[config.mk]
export PLATFORM = sky130hd
export DESIGN_NAME = cam_8x8
export DESIGN_NICKNAME = d
export VERILOG_FILES = /design/src/rtl/cam_pkg.sv /design/src/rtl/cam_prio_enc.sv /design/src/rtl/cam_8x8.sv
export SDC_FILE = /design/constraint.sdc
export NUM_CORES = 1
export LEC_CHECK = 0
export BUFFER_PORTS_ARGS = -buffer_cell sky130_fd_sc_hd__buf_2
export CELL_PAD_IN_SITES_DETAIL_PLACEMENT = 0
export CELL_PAD_IN_SITES_GLOBAL_PLACEMENT = 1
export CORE_MARGIN = 4
export CORE_UTILIZATION = 45
export CTS_CLUSTER_SIZE = 20
export DETAILED_ROUTE_END_ITERATION = 7
export PLACE_DENSITY_LB_ADDON = 0.1
export SYNTH_ARGS = -nofsm -noshare
export SYNTH_HDL_FRONTEND = slang
export SYNTH_HIERARCHICAL = 1
export SYNTH_SLANG_ARGS = --single-unit
[constraint.sdc]
create_clock -name clk -period 1.3 [get_ports clk]
set_input_delay 0.065 -clock clk [delete_from_list [all_inputs] [get_ports clk]]
set_output_delay 0.065 -clock clk [all_outputs]
set_load 0.02 [all_outputs]
[src/rtl/cam_pkg.sv]
// Shared constants and key type for the 8-entry content-addressable memory.
package cam_pkg;
  localparam int KEY_W_DEF = 8;
  localparam int DEPTH_DEF = 8;

  typedef logic [KEY_W_DEF-1:0] key_t;
endpackage

[src/rtl/cam_prio_enc.sv]
// Fixed-priority encoder: reports the lowest set bit of a match vector.
module cam_prio_enc #(
  parameter int DEPTH  = 8,
  parameter int ADDR_W = $clog2(DEPTH)
) (
  input  logic [DEPTH-1:0]  match,
  output logic [ADDR_W-1:0] index,
  output logic              any
);
  // Scan from the top down so the lowest matching index wins last.
  always_comb begin
    index = '0;
    for (int i = DEPTH - 1; i >= 0; i--) begin
      if (match[i] == 1'b1) index = ADDR_W'(i);
    end
    any = |match;
  end
endmodule

[src/rtl/cam_8x8.sv]
// CAM with per-entry valid bits, single-cycle write and combinational search.
module cam_8x8
  import cam_pkg::*;
#(
  parameter int KEY_W  = KEY_W_DEF,
  parameter int DEPTH  = DEPTH_DEF,
  parameter int ADDR_W = $clog2(DEPTH)
) (
  input  logic              clk,
  input  logic              rst_n,
  input  logic              we,
  input  logic [KEY_W-1:0]  key,
  input  logic [ADDR_W-1:0] waddr,
  output logic [ADDR_W-1:0] raddr,
  output logic              hit
);
  logic [DEPTH-1:0][KEY_W-1:0] r_entry;
  logic [DEPTH-1:0]            r_valid;
  logic [DEPTH-1:0]            w_match;

  always_ff @(posedge clk or negedge rst_n) begin
    if (!rst_n) begin
      r_entry <= '0;
      r_valid <= '0;
    end else if (we) begin
      r_entry[waddr] <= key;
      r_valid[waddr] <= 1'b1;
    end
  end

  // Valid gates the compare so an X key cannot leak through an empty entry.
  for (genvar g = 0; g < DEPTH; g++) begin : g_match
    assign w_match[g] = r_valid[g] & (r_entry[g] == key);
  end

  cam_prio_enc #(
    .DEPTH  (DEPTH),
    .ADDR_W (ADDR_W)
  ) u_prio (
    .match (w_match),
    .index (raddr),
    .any   (hit)
  );
endmodule

Yosys cells after proc, flatten, opt, wreduce, memory -nomap -nowiden
Index checks and enable logic that the tools add are counted.
{"block": "word_totals", "reg_bits": 72, "wordCells": 43}
{"block": "classes", "magnitude_cmp": 2, "mux": 13, "bitwise": 9, "reduce_logical": 2, "eq_ne": 8}
{"operator": "$bwmux W64", "n": 1}
{"operator": "$eq A8 B8 Y1", "n": 8}
{"operator": "$demux W8 S3", "n": 1}
{"operator": "$mux W3", "n": 8}
{"operator": "$and A1 B1 Y1", "n": 8}
{"operator": "$mux W8", "n": 1}
{"operator": "$or A8 B8 Y8", "n": 1}
{"operator": "$reduce_or A8 Y1", "n": 1}
{"operator": "$lt A3 B4 Y1 const B", "n": 1}
{"operator": "$demux W1 S3", "n": 1}
{"operator": "$ge A3 B1 Y1 const B", "n": 1}
{"operator": "$logic_and A1 B1 Y1", "n": 1}
{"operator": "$mux W1", "n": 1}

Depth between registers and ports, before layout
{"block": "logic_depth", "word_depth": 10, "depth_mapped": 8, "depth_no_buf": 6}

Cells and area by module
Netlist, hierarchy kept.
{"mod": "cam_8x8", "cells_per_inst": 270, "area_per_inst_um2": 3527.1, "instances": 1, "seq_area_each_um2": 1801.7}
{"mod": "cam_prio_enc", "cells_per_inst": 13, "area_per_inst_um2": 81.3, "instances": 1, "seq_area_each_um2": 0.0}

Least setup slack after synthesis
Ideal clock, no wire load.
{"block": "synth_timing", "path_kind": "input to output", "start": "input port key[0]", "end": "output port raddr[0]", "arrival_ns": 1.818, "stages": 7, "t_required_ns": 1.235, "path_buffers": 2, "path_slack_ns": -0.583, "cell_sequence": "buf_2 > clkbuf_1 > xnor2_1 > nand2_1 > nor3_1 > a21oi_1 > o41ai_1"}
{"block": "synth_between", "elab_chain_len": 10, "word_cells_on_any_way": 24, "classes_between": "eq/ne (8); mux (8); bitwise (8)"}
{"element": "start: declaration", "line": "cam_8x8.sv:12", "source": "input logic [KEY_W-1:0] key,"}
{"element": "$eq A8 B8 Y1", "line": "cam_8x8.sv:33", "source": "assign w_match[g] = r_valid[g] & (r_entry[g] == key);"}
{"element": "$and A1 B1 Y1", "line": "cam_8x8.sv:33"}
{"element": "via w_match[7]", "line": "cam_8x8.sv:19", "source": "logic [DEPTH-1:0] w_match;"}
{"element": "$mux W3 (8 in a row)", "line": "cam_prio_enc.sv:14", "source": "if (match[i] == 1'b1) index = ADDR_W'(i);"}
{"element": "end: declaration", "line": "cam_8x8.sv:14", "source": "output logic [ADDR_W-1:0] raddr,"}
The timed path passes the listed nets, and every way through them passes these cells.

Final worst setup path
{"block": "layout_timing", "start": "register r_entry[53] in the netlist's numbering", "end": "output port raddr[2]"}
{"block": "layout_between", "elab_chain_len": 9}
{"element": "start: declaration", "line": "cam_8x8.sv:17", "source": "logic [DEPTH-1:0][KEY_W-1:0] r_entry;"}
{"element": "start signal: indexed assignment", "line": "cam_8x8.sv:26", "source": "r_entry[waddr] <= key;"}
{"element": "$eq A8 B8 Y1", "line": "cam_8x8.sv:33"}
{"element": "$and A1 B1 Y1", "line": "cam_8x8.sv:33"}
{"element": "via w_match[6]", "line": "cam_8x8.sv:19"}
{"element": "$mux W3 (7 in a row)", "line": "cam_prio_enc.sv:14"}
The timed path passes the listed nets, and every way through them passes these cells.

==> run_results.csv <==
group,metric,value,unit
outcome,status,"complete, but fails checks",
outcome,failed_checks,"negative setup slack",
sta,period_minus_slack,1.91,ns
drt,vias,2171,
worst_setup_path,crit_required,1.24,ns
placement,dp_worst_setup_slack,-0.366,ns
sta,fin_crit_sh,147,%
layout,layout-drive-gt1-share,48.6,%
run,drv_cap,0,
clocking,postCtsSetupRepairBufs,0,
logic_synthesis,synth-seq-cells,72,
pwr,ir_worst_vdd,0.000883,V
logic_synthesis,ys_seq_area_share,49.9,%
sta,rsz0062_at_grt,"yes",
pwr,powerDensity,1450,nW/um^2
sta,max_freq,524,MHz
worst_setup_path,end_kind,"output port",
logic_synthesis,syn_area_per_cell,12.8,um^2
worst_setup_path,critPathBufInv,2,
layout,regArea,1800,um^2
placement,dp_cells,418,
sta,finalSetupTns,-2.31,ns
clocking,htree_levels,3,
global_route,grt_overflow,0,
worst_setup_path,r2r-end,"r_entry[38]",
layout,n_fill_cell,647,
worst_setup_path,crit_fanout,2,
worst_setup_path,r2r_slack,0.51,ns
placement,port_buffers,17,
drt,first_pass_iters,2,
hold_path,hold_path.class,"in -> async",
placement,dp_hpwl,5.00,mm
worst_setup_path,cp_slowest_cell,"dfrtp_1",
logic_synthesis,syn-cell-area,3610,um^2
die,pin_count,18,
layout,multi_input_comb_area,1830,um^2
drt,drt-vias-per-instance,4.99,
worst_setup_path,critical-path-top-delay-family,"simple AND/OR/NAND/NOR gates",
drt,drtIter0Drc,85,
sta,timing_worst_slew_pin_value,0.339,ns
layout,fin_util,58.7,%
die,coreArea,7770,um^2
sta,setup_slack,-0.610,ns
layout,area_growth,26.3,%
worst_setup_path,cp_data_arrival_time,1.84,ns
worst_setup_path,reg2reg_depth,1,
die,rows,32,
worst_setup_path,crit_type,"reg -> out",
drt,post-route-drc-count,0,
clocking,cts_tree,"built",
global_route,grt_pass1_vias,2302,
drt,routed_wl,6.92,mm
global_route,grt_start_max_net_pins,49,
global_route,grt_first_pass_wirelength,11.7,mm
logic_synthesis,synth_nets,297,
clocking,cts_buffer_depth,2,
pwr,leakage,1.87,nW
logic_synthesis,postSynthCellCount,283,
layout,fin_nets,342,
clocking,cts_sinks,72,
worst_setup_path,crit_path_max_incr_delay,0.39,ns
sta,setup_viol,4,
global_route,track_usage,16.1,%
worst_setup_path,worstPathCellList,"xnor2_1 > nand4_1 > nor3_2 > buf_4 > nor4_4 > and3b_2 > buf_6",
die,die-area,9520,um^2
sta,finalClockSkew,0,ns
worst_setup_path,critPathLaunchType,"flop",
clocking,cts_root_buf,"clkbuf_8",
drt,post_drt_wl_per_cell,15.9,um
drt,ant_nets,0,
clocking,clk_latency,0.34,ns
worst_setup_path,regToRegStartpoint,"r_entry[38]",
worst_setup_path,cp.depth,7,
logic_synthesis,synth_warnings,6,
sta,final_hold_viol_count,0,
sta,drv_slew,0,
die,die_x,97.5,um
global_route,antenna_found_initial,0,
clocking,cts_made_buffers,9,
sta,slew_headroom,77.4,%
die,start_util,46.5,%
clocking,clk_pin_slew,0.08,ns
die,die_y,97.5,um
logic_synthesis,synth_cell_types,28,
layout,antenna_cells,0,
placement,place.gp.congestion,0.704,
layout,final_cells,435,
[cells in the final DEF (no fill, tap or decap), types with 9 or more instances in the layout]
| cell | Yosys | final |
|---|---|---|
| mux2_2 | 64 | 64 |
| clkbuf_8 | 0 | 9 |
| buf_12 | 0 | 13 |
| dfrtp_1 | 72 | 72 |
| nand4_1 | 9 | 9 |
| xnor2_1 | 64 | 61 |
| buf_4 | 2 | 24 |
| nand2_1 | 9 | 9 |
| nand3_1 | 9 | 9 |
| buf_2 | 9 | 13 |
[cell families (layout without fill, tap and decap cells)]
group	after synthesis	after routing	share of synthesized area, %
compound gates	5	5	0.936
flops	72	72	49.9
xor+xnor	64	64	15.5
simple gates	57	57	10.7
buf+inv	21	71	2.91
mux	64	64	20.0
[layout make-up]
cell class	count	area share (%)
clock buffers	9	2.72
clock inverters	7	2.64
inverters	1	0.0823
well taps	102	2.80
multi-input cells	190	40.2
repair buffers	54	12.1
flip-flops and latches	72	39.5
[layer usage]
| metal | vias up | track usage, % | wire, um |
|---|---|---|---|
| met5 | - | 0 | 0 |
| met1 | 1091 | 21.3 | 3290 |
| met2 | 17 | 25.7 | 3390 |
| met4 | 0 | 5.43 | 107 |
| met3 | 9 | 4.16 | 135 |
| li1 | 1054 | - | - |
[power by group]
group,switching [W],internal (W)
clock,0.000873,0.00128
combinational,0.000579,0.000876
sequential,0.000290,0.00269
[what timing repair did]
action / CTS / global route
endpoints found under the setup margin: 4 / 4
pin swaps: 10 / 10
hold buffers: 1 / 0
gates cloned: 0 / 0
hold endpoints to repair: 72 / 0
resized for setup: 6 / 8
[cells in the mapped netlist]
| library cell | n | area [um^2] |
|---|---|---|
| buf_2 | 9 | 45.0 |
| or2_2 | 4 | 25.0 |
| o41ai_1 | 1 | 8.76 |
| mux2_2 | 64 | 721 |
| buf_4 | 2 | 15.0 |
| buf_6 | 1 | 11.3 |
| nor3_4 | 2 | 32.5 |
| nand4b_2 | 2 | 30.0 |
| clkbuf_1 | 8 | 30.0 |
| nor4_2 | 1 | 12.5 |
| dfrtp_1 | 72 | 1800 |
| o21bai_1 | 1 | 7.51 |
| nand2b_4 | 1 | 13.8 |
| nor3_1 | 8 | 40.0 |
| nor2b_1 | 1 | 6.26 |
| nand3_1 | 9 | 45.0 |
| nand4b_1 | 1 | 8.76 |
| nand2b_1 | 4 | 25.0 |
| a21boi_0 | 1 | 7.51 |
| nand2_1 | 9 | 33.8 |
| xnor2_1 | 64 | 561 |
| nand4_1 | 9 | 56.3 |
| and3b_1 | 1 | 8.76 |
| nor3b_4 | 2 | 37.5 |
| a21oi_1 | 1 | 5.00 |
| inv_1 | 1 | 3.75 |
| nor2_1 | 3 | 11.3 |
| o21ai_0 | 1 | 5.00 |
[worst max-delay path by stage]
stage,to,from
floorplan,raddr[0],r_entry[61]
detailed placement,raddr[0],key[1]
global route,raddr[1],r_entry[60]
finish,raddr[2],r_entry[53]
CTS,raddr[2],r_entry[57]
global placement,raddr[0],key[1]
[sequential cells by signal, summed over array words and instances (netlist names)]
name     flops
r_valid      8
r_entry     64
[metrics by stage]
| stage | cell area [um^2] | hold WS, ns | total power (W) |
|---|---|---|---|
| after detailed placement | 4240 | -0.119 | 0.00447 |
| after floorplan | 3760 | -0.231 | 0.00411 |
| after global routing | 4560 | 0.0399 | 0.00699 |
| after CTS | 4510 | 0.0476 | 0.00665 |
| after global placement | 4240 | -0.118 | 0.00443 |
| final | 4560 | 0.0622 | 0.00659 |
Note: power is estimated with default switching activity, not from simulation.
